File: src/rtl/vx_execute_gather_if.sv
// Execute-bus bundle: partial-lane packets in, one gathered full-warp packet out.
// Latency: none, signal container only.
// Backpressure: in_ready flows back to the issuer, out_ready flows into the gatherer.
interface vx_execute_gather_if #(
    parameter int NUM_THREADS = 4,
    parameter int NUM_LANES   = 1,
    parameter int PID_WIDTH   = ((NUM_THREADS / NUM_LANES) > 1) ? $clog2(NUM_THREADS / NUM_LANES) : 1,
    parameter int XLEN        = 32,
    parameter int UUID_WIDTH  = 1,
    parameter int NW_WIDTH    = 2,
    parameter int NR_BITS     = 5
);
    // partial-lane execute packet
    logic                          in_valid;
    logic [UUID_WIDTH-1:0]         in_uuid;
    logic [NW_WIDTH-1:0]           in_wid;
    logic [NUM_LANES-1:0]          in_tmask;
    logic                          in_wb;
    logic [NR_BITS-1:0]            in_rd;
    logic [PID_WIDTH-1:0]          in_pid;
    logic                          in_sop;
    logic                          in_eop;
    logic [NUM_LANES*XLEN-1:0]     in_rs1_data;
    logic                          in_ready;

    // gathered full-warp packet
    logic                          out_valid;
    logic [UUID_WIDTH-1:0]         out_uuid;
    logic [NW_WIDTH-1:0]           out_wid;
    logic                          out_wb;
    logic [NR_BITS-1:0]            out_rd;
    logic [NUM_THREADS-1:0]        out_tmask;
    logic [NUM_THREADS*XLEN-1:0]   out_data;
    logic                          out_ready;

    // issuer side: drives packets, consumes the gathered warp
    modport master (
        output in_valid, in_uuid, in_wid, in_tmask, in_wb, in_rd,
               in_pid, in_sop, in_eop, in_rs1_data,
        input  in_ready,
        input  out_valid, out_uuid, out_wid, out_wb, out_rd, out_tmask, out_data,
        output out_ready
    );

    // gatherer side
    modport slave (
        input  in_valid, in_uuid, in_wid, in_tmask, in_wb, in_rd,
               in_pid, in_sop, in_eop, in_rs1_data,
        output in_ready,
        output out_valid, out_uuid, out_wid, out_wb, out_rd, out_tmask, out_data,
        input  out_ready
    );
endinterface

File: src/rtl/vx_execute_gather.sv
// Reassembles pid/sop/eop-sequenced partial-lane packets into one full-warp packet.
// Latency: out_valid rises 1 cycle after the eop packet is accepted.
// Backpressure: in_ready drops only while a full warp is held and out_ready is low.
module vx_execute_gather #(
    parameter int NUM_THREADS = 4,
    parameter int NUM_LANES   = 1,
    parameter int PID_WIDTH   = ((NUM_THREADS / NUM_LANES) > 1) ? $clog2(NUM_THREADS / NUM_LANES) : 1,
    parameter int XLEN        = 32,
    parameter int UUID_WIDTH  = 1,
    parameter int NW_WIDTH    = 2,
    parameter int NR_BITS     = 5
) (
    input  logic                 clk,
    input  logic                 reset,
    vx_execute_gather_if.slave   bus,
    output logic                 err_pulse
);
    localparam int NUM_PKTS = NUM_THREADS / NUM_LANES;

    typedef enum logic [1:0] {
        IDLE    = 2'd0,
        COLLECT = 2'd1,
        FULL    = 2'd2
    } state_t;

    state_t                        state;
    logic                          valid_q;
    logic                          err_q;
    logic [UUID_WIDTH-1:0]         uuid_q;
    logic [NW_WIDTH-1:0]           wid_q;
    logic                          wb_q;
    logic [NR_BITS-1:0]            rd_q;
    logic [NUM_THREADS-1:0]        tmask_q;
    logic [NUM_THREADS*XLEN-1:0]   data_q;

    logic                          accept;
    logic [NUM_THREADS-1:0]        merged_tmask;
    logic [NUM_THREADS*XLEN-1:0]   merged_data;

    // A held warp can drain and be replaced by a new sop in the same cycle.
    assign bus.in_ready = (state != FULL) | bus.out_ready;
    assign accept       = bus.in_valid & bus.in_ready;

    // Merge the incoming packet's lanes into the warp buffer; a sop starts from an empty mask.
    always_comb begin
        merged_tmask = bus.in_sop ? '0 : tmask_q;
        merged_data  = data_q;
        for (int p = 0; p < NUM_PKTS; p++) begin
            if (bus.in_pid == PID_WIDTH'(p)) begin
                merged_tmask[p*NUM_LANES +: NUM_LANES]      = bus.in_tmask;
                merged_data[p*NUM_LANES*XLEN +: NUM_LANES*XLEN] = bus.in_rs1_data;
            end
        end
    end

    // Gather FSM: header latched on sop, lanes merged on every legal packet, warp held until drained.
    always_ff @(posedge clk) begin
        if (reset) begin
            state   <= IDLE;
            valid_q <= 1'b0;
            err_q   <= 1'b0;
            tmask_q <= '0;
        end else begin
            err_q <= 1'b0;
            if (accept) begin
                if (bus.in_sop) begin
                    // a sop while collecting abandons the partial warp
                    if (state == COLLECT) begin
                        err_q <= 1'b1;
                    end
                    uuid_q  <= bus.in_uuid;
                    wid_q   <= bus.in_wid;
                    wb_q    <= bus.in_wb;
                    rd_q    <= bus.in_rd;
                    tmask_q <= merged_tmask;
                    data_q  <= merged_data;
                    state   <= bus.in_eop ? FULL : COLLECT;
                    valid_q <= bus.in_eop;
                end else if (state == COLLECT) begin
                    tmask_q <= merged_tmask;
                    data_q  <= merged_data;
                    if (bus.in_eop) begin
                        state   <= FULL;
                        valid_q <= 1'b1;
                    end
                end else begin
                    // orphan non-sop packet (IDLE, or FULL while draining): drop it
                    err_q   <= 1'b1;
                    state   <= IDLE;
                    valid_q <= 1'b0;
                end
            end else if ((state == FULL) && bus.out_ready) begin
                state   <= IDLE;
                valid_q <= 1'b0;
            end
        end
    end

    assign bus.out_valid = valid_q;
    assign bus.out_uuid  = uuid_q;
    assign bus.out_wid   = wid_q;
    assign bus.out_wb    = wb_q;
    assign bus.out_rd    = rd_q;
    assign bus.out_tmask = tmask_q;
    assign bus.out_data  = data_q;
    assign err_pulse     = err_q;
endmodule

File: src/flat_wrapper.sv
// flat-port wrapper written by rule: the top's interface ports become plain ports
module vx_execute_gather_flat 
#(
    parameter int NUM_THREADS = 4,
    parameter int NUM_LANES   = 1,
    parameter int PID_WIDTH   = ((NUM_THREADS / NUM_LANES) > 1) ? $clog2(NUM_THREADS / NUM_LANES) : 1,
    parameter int XLEN        = 32,
    parameter int UUID_WIDTH  = 1,
    parameter int NW_WIDTH    = 2,
    parameter int NR_BITS     = 5
)
  (clk, reset, err_pulse, bus_in_valid, bus_in_uuid, bus_in_wid, bus_in_tmask, bus_in_wb, bus_in_rd, bus_in_pid, bus_in_sop, bus_in_eop, bus_in_rs1_data, bus_in_ready, bus_out_valid, bus_out_uuid, bus_out_wid, bus_out_wb, bus_out_rd, bus_out_tmask, bus_out_data, bus_out_ready);
  vx_execute_gather_if #(.NUM_THREADS(NUM_THREADS), .NUM_LANES(NUM_LANES), .PID_WIDTH(PID_WIDTH), .XLEN(XLEN), .UUID_WIDTH(UUID_WIDTH), .NW_WIDTH(NW_WIDTH), .NR_BITS(NR_BITS)) bus_i ();
  input  logic clk;
  input  logic reset;
  output logic err_pulse;
  input wire logic [$bits(bus_i.in_valid)-1:0] bus_in_valid;
  input wire logic [$bits(bus_i.in_uuid)-1:0] bus_in_uuid;
  input wire logic [$bits(bus_i.in_wid)-1:0] bus_in_wid;
  input wire logic [$bits(bus_i.in_tmask)-1:0] bus_in_tmask;
  input wire logic [$bits(bus_i.in_wb)-1:0] bus_in_wb;
  input wire logic [$bits(bus_i.in_rd)-1:0] bus_in_rd;
  input wire logic [$bits(bus_i.in_pid)-1:0] bus_in_pid;
  input wire logic [$bits(bus_i.in_sop)-1:0] bus_in_sop;
  input wire logic [$bits(bus_i.in_eop)-1:0] bus_in_eop;
  input wire logic [$bits(bus_i.in_rs1_data)-1:0] bus_in_rs1_data;
  output wire logic [$bits(bus_i.in_ready)-1:0] bus_in_ready;
  output wire logic [$bits(bus_i.out_valid)-1:0] bus_out_valid;
  output wire logic [$bits(bus_i.out_uuid)-1:0] bus_out_uuid;
  output wire logic [$bits(bus_i.out_wid)-1:0] bus_out_wid;
  output wire logic [$bits(bus_i.out_wb)-1:0] bus_out_wb;
  output wire logic [$bits(bus_i.out_rd)-1:0] bus_out_rd;
  output wire logic [$bits(bus_i.out_tmask)-1:0] bus_out_tmask;
  output wire logic [$bits(bus_i.out_data)-1:0] bus_out_data;
  input wire logic [$bits(bus_i.out_ready)-1:0] bus_out_ready;
  assign bus_i.in_valid = bus_in_valid;
  assign bus_i.in_uuid = bus_in_uuid;
  assign bus_i.in_wid = bus_in_wid;
  assign bus_i.in_tmask = bus_in_tmask;
  assign bus_i.in_wb = bus_in_wb;
  assign bus_i.in_rd = bus_in_rd;
  assign bus_i.in_pid = bus_in_pid;
  assign bus_i.in_sop = bus_in_sop;
  assign bus_i.in_eop = bus_in_eop;
  assign bus_i.in_rs1_data = bus_in_rs1_data;
  assign bus_in_ready = bus_i.in_ready;
  assign bus_out_valid = bus_i.out_valid;
  assign bus_out_uuid = bus_i.out_uuid;
  assign bus_out_wid = bus_i.out_wid;
  assign bus_out_wb = bus_i.out_wb;
  assign bus_out_rd = bus_i.out_rd;
  assign bus_out_tmask = bus_i.out_tmask;
  assign bus_out_data = bus_i.out_data;
  assign bus_i.out_ready = bus_out_ready;
  vx_execute_gather #(.NUM_THREADS(NUM_THREADS), .NUM_LANES(NUM_LANES), .PID_WIDTH(PID_WIDTH), .XLEN(XLEN), .UUID_WIDTH(UUID_WIDTH), .NW_WIDTH(NW_WIDTH), .NR_BITS(NR_BITS)) u_core (.clk(clk), .reset(reset), .bus(bus_i), .err_pulse(err_pulse));
endmodule
File: config.mk
export PLATFORM = sky130hd
export DESIGN_NAME = vx_execute_gather_flat
export DESIGN_NICKNAME = d
export VERILOG_FILES = /design/src/rtl/vx_execute_gather_if.sv /design/src/rtl/vx_execute_gather.sv /design/src/flat_wrapper.sv
export SDC_FILE = /design/constraint.sdc
export NUM_CORES = 1
export LEC_CHECK = 0
export BUFFER_PORTS_ARGS = -buffer_cell sky130_fd_sc_hd__buf_4
export CORE_MARGIN = 8
export CORE_UTILIZATION = 47
export DETAILED_ROUTE_END_ITERATION = 10
export PLACE_DENSITY = 0.82
export SLEW_MARGIN = 20
export SYNTH_ARGS = -nofsm -noshare
export SYNTH_HDL_FRONTEND = slang
export SYNTH_SLANG_ARGS = --single-unit
File: constraint.sdc
create_clock -name clk -period 3.4 [get_ports clk]
set_input_delay 0 -clock clk [delete_from_list [all_inputs] [get_ports clk]]
set_output_delay 0 -clock clk [all_outputs]
set_load 0.01 [all_outputs]
# Word-level counts from Yosys, hierarchy flattened
# Cells that the tools add are included.
word_totals:
  register_bits: 145
  in_bits: 50
  output_inout_bits: 144
  wordCells: 56
classes:
  n_eq_ne: 7
  muxes: 27
  bitwise: 4
  reduce_logical: 9
op_table:
  columns: ["op", "n"]
  rows:
  - ["$mux 128", 2]
  - ["$mux 32", 4]
  - ["$mux 1", 12]
  - ["$mux 2", 6]
  - ["$mux 4", 3]
  - ["$eq 2x2->1 const B", 3]
  - ["$reduce_and 3->1", 2]
  - ["$eq 2x1->1 const B", 2]
  - ["$ne 4x4->1 const B", 1]
  - ["$reduce_and 2->1", 2]
  - ["$reduce_bool 2->1", 2]
  - ["$logic_not 2->1", 1]
  - ["$ne 2x2->1 const B", 1]
  - ["$not 1->1", 2]
  - ["$reduce_or 2->1", 1]
  - ["$and 1x1->1", 1]
  - ["$logic_and 1x1->1", 1]
  - ["$or 1x1->1", 1]

# Longest topological paths before layout
depth:
  word_depth: 5
  mapped_depth: 5
  depth_no_buf: 5

# Least setup slack after synthesis
# OpenSTA, ideal clock, no wires.
synth_timing:
  path_type: "register -> register"
  startpoint: "reg u_core.state[1]"
  endpoint: "reg u_core.data_q[32] (netlist: u_core.bus.out_data[32]) (enable)"
  setup_time_ns: 0.421
  t_arrival_ns: 2.313
  required_time_ns: 2.979
  slack_ns: 0.666
  path_stages_with_launch: 6
  path_buffers: 0
  period_less_slack_ns: 2.734
  path_cell_list: "dfxtp_1 nand2b_1 ha_1 nor2_1 nand3_1 nor2_1"
synth_between:
  elab_chain_len: 4
  elab_cells_between_ends: 6
  cone_classes: "eq/ne (2); bitwise (2); reduce/logical (2)"
synth_lines:
  columns: ["item", "line", "text"]
  rows:
  - ["from (decl)", "vx_execute_gather.sv:26", "state_t state;"]
  - ["from (signal assigned)", "vx_execute_gather.sv:77", "state <= bus.in_eop ? FULL : COLLECT;"]
  - ["$ne 2x2->1", "vx_execute_gather.sv:41", "assign bus.in_ready = (state != FULL) | bus.out_ready;"]
  - ["$or 1x1->1", "vx_execute_gather.sv:41", null]
  - ["$and 1x1->1", "vx_execute_gather.sv:42", "assign accept = bus.in_valid & bus.in_ready;"]
  - ["$reduce_and 3->1 (no line) *", null, null]
  - ["to (signal assigned)", "vx_execute_gather.sv:76", "data_q <= merged_data;"]
  - ["to (signal assigned)", "vx_execute_gather.sv:81", "data_q <= merged_data;"]
  - ["to (decl)", "vx_execute_gather.sv:34", "logic [NUM_THREADS*XLEN-1:0] data_q;"]
# Every way passes the cells marked *; elsewhere a longest branch is shown, timed or not.
# A chain may end at the register's enable or synchronous reset.

# Worst setup path in the final report
layout_timing:
  startpoint: "reg u_core.state[0]"
  endpoint: "reg u_core.data_q[96] (netlist: u_core.bus.out_data[96]) (enable)"
# The elaborated chain is that of the path after synthesis.

==> flow_metrics.env <==
export IMPL_hpwl_um=7640
export IMPL_crit_fanout=17
export IMPL_drt_iter0_markers=176
export IMPL_stdcell_count=601
export IMPL_drive_gt1_share_pct=51.1
export IMPL_syn_nets=237
export IMPL_grt_ovfl_total=0
export IMPL_postRouteAntennaNets=0
export IMPL_grt_pass1_vias=3061
export IMPL_cts_sinks=144
export IMPL_wl_per_cell_um=19.9
export IMPL_die_width_um=114
export IMPL_clockBufferDepth=2
export IMPL_clock_latency_ns=0.52
export IMPL_tightest_slew_ns=0.706
export IMPL_setup_tns_ns=0
export IMPL_crit_path_top_delay_cell="nor2_4"
export IMPL_yosysMostFrequentCell="edfxtp_1"
export IMPL_antenna_found_initial=0
export IMPL_yosysWarnings=0
export IMPL_r2r_start="u_core.state[0]$_SDFFE_PP0P_"
export IMPL_rsz0062_at_grt="false"
export IMPL_synth_area_leaders="edfxtp_1, dfxtp_1, o32ai_2"
export IMPL_initial_utilization_pct=47.4
export IMPL_path_cells="nand2b_1, ha_1, nor2_1, nand3_1, nor2_4, buf_12"
export IMPL_yosysUniqueCellTypes=22
export IMPL_num_vias=2853
export IMPL_critPathRequiredTime_ns=3.62
export IMPL_syn_area_per_cell_um2=24.5
export IMPL_cap_violations=0
export IMPL_relSlewSlack_pct=52.7
export IMPL_gp_congestion=0.843
export IMPL_grt_max_degree=33
export IMPL_nets=506
export IMPL_dp_slack_ns=1.13
export IMPL_ctsResizeCount=0
export IMPL_die_y_um=114
export IMPL_io_buffers=193
export IMPL_critical_path_class="flip-flop to flip-flop"
export IMPL_post_route_period_util_pct=67.4
export IMPL_core_um2=9590
export IMPL_clock_skew_ns=0.00764
export IMPL_startpoint="u_core.state[0]$_SDFFE_PP0P_"
export IMPL_viasPerCell=4.75
export IMPL_hold_buffers=54
export IMPL_synth_common_cells="edfxtp_1, dfxtp_1, nand2_1"
export IMPL_arrival_ns=2.51
export IMPL_holdCritStartpoint="bus_in_sop"
export IMPL_p_per_area_nw_per_um2=551
export IMPL_antennaDiodeCount=0
export IMPL_tritoncts="built"
export IMPL_place_inst=515
export IMPL_holdCritPathClass="input pin to flip-flop"
export IMPL_grt_usage_pct=18.5
export IMPL_htree_levels=4
export IMPL_io_pins=194
export IMPL_drc=0
export IMPL_cpPeakStageDelay_ns=0.57
export IMPL_max_freq_ghz=0.436
export IMPL_fin_crit_ns=2.29
export IMPL_cts_setup_buffers=0
export IMPL_layout_setup_ws_ns=1.11
export IMPL_synth_edf_count=137
export IMPL_synthToLayoutAreaGrowth_pct=62.4
export IMPL_async_flop_share_pct=0
export IMPL_n_fill_cell=543
export IMPL_rows=36
export IMPL_irDropWorstVdd_v=0.000317
export IMPL_synth_largest_area_cell="edfxtp_1"
export IMPL_synth_top_cell_area_share_pct=90.4
export IMPL_finalSetupViolCount=0
export IMPL_clockRootBuffer="clkbuf_8"
export IMPL_clkSlewWorstSetupHoldPaths_ns=0.06
export IMPL_die_area_um2=13100
export IMPL_cp_end_kind="flip-flop"
export IMPL_worst_setup_path_start_kind="flip-flop"
export IMPL_critical_path_top_delay_family="simple AND/OR/NAND/NOR gates"
export IMPL_first_pass_iters=4
export IMPL_ys_seq_area_share_pct=93.5
export IMPL_grt_pass1_wl_um=17600
export IMPL_fin_util_pct=77.0
export IMPL_p_leak_nw=2.86
export IMPL_cts_buffers=17
export IMPL_synthFlopType="edfxtp_1"
export IMPL_cp_num_buf_inv=1
export IMPL_synth_area_um2=4550
export IMPL_hold_viol=0
export IMPL_netlist_instances=186
export IMPL_status="complete, no violations"
export IMPL_ys_ff_latch=144
export IMPL_wl_um=12000
export IMPL_slew_violations=0
==> cell usage in the layout, fill, tap and decap left out, types with 2 or more instances in the layout <==
| master | count |
|---|---|
| a211oi_1 | 4 |
| buf_4 | 196 |
| bufinv_16 | 4 |
| clkbuf_16 | 16 |
| clkinv_2 | 2 |
| clkinv_4 | 4 |
| clkinvlp_4 | 3 |
| dfxtp_1 | 7 |
| dlygate4sd3_1 | 54 |
| edfxtp_1 | 137 |
| inv_1 | 3 |
| nand2_1 | 6 |
| nand2b_1 | 4 |
| nand3_1 | 2 |
| nor2_4 | 4 |
| o32ai_2 | 4 |
==> routing by layer <==
| metal | vias up | track usage, % | routed length [um] |
|---|---|---|---|
| met3 | 19 | 7.86 | 1100 |
| li1 | 1288 | - | - |
| met4 | 0 | 9.76 | 268 |
| met5 | - | 0 | 0 |
| met1 | 1390 | 18.9 | 4380 |
| met2 | 156 | 31.5 | 6200 |
==> logic make-up after synthesis <==
kind of cell | after synthesis | share of synthesized area, %
flip-flops | 144 | 93.5
AND/OR/NAND/NOR | 23 | 2.75
AO/OA/AOI/OAI | 12 | 2.86
buffers and inverters | 5 | 0.412
multiplexers | 1 | 0.220
adder cells (fa/ha/maj) | 1 | 0.275
==> worst reg2reg max path, delay by kind of cell (launching register included) <==
kind / cells / cell delay [ns]
buffers and inverters: 1 / 0.25
adder cells (fa/ha/maj): 1 / 0.20
flip-flops: 1 / 0.43
AND/OR/NAND/NOR: 4 / 1.10
==> state kept, by name, indices dropped and copies added, names as in the netlist <==
signal / count
u_core.bus.out_tmask: 4
u_core.bus.out_uuid: 1
u_core.err_pulse: 1
u_core.state: 2
u_core.bus.out_rd: 5
u_core.bus.out_wid: 2
u_core.bus.out_data: 128
u_core.bus.out_wb: 1
==> where the power goes <==
part,internal [mW],total (mW),switching (mW)
Clock,1.19,1.88,0.691
Combinational,0.115,0.207,0.0923
Sequential,1.97,1.98,0.00968
==> area by class of cell <==
type                    instances  area, um^2  share of cell area (%)
clock inverters                14         191                    2.59
multi-input cells              37         313                    4.23
repair buffers                251        2030                    27.5
well taps                     133         166                    2.25
clock buffers                  18         418                    5.66
inverters                       4        15.0                   0.203
flip-flops and latches        144        4250                    57.6
==> per-stage QoR <==
| stage | power [mW] | area [um^2] | hold slack (ns) |
|---|---|---|---|
| finish | 4.07 | 7390 | 0.0637 |
| detailed placement | 2.17 | 6230 | 0.179 |
| global placement | 2.17 | 6230 | 0.180 |
| global route | 4.19 | 7390 | 0.0778 |
| CTS | 4.09 | 7380 | 0.00796 |
| floorplan | 2.06 | 4550 | 0.0989 |
==> path summary, 6_finish.rpt <==
| check | slack, ns | endpoint | cells after the start |
|---|---|---|---|
| hold reg to reg | 0.50 | u_core.bus.out_tmask[2]$_SDFFE_PP0P_ | 2 |
| setup / recovery | 1.11 | u_core.bus.out_data[96]$_DFFE_PP_ | 6 |
| setup reg to reg | 1.11 | u_core.bus.out_data[96]$_DFFE_PP_ | 6 |
| hold / removal | 0.06 | u_core.state[1]$_SDFFE_PP0P_ | 4 |
(Power assumes the default switching activity.)
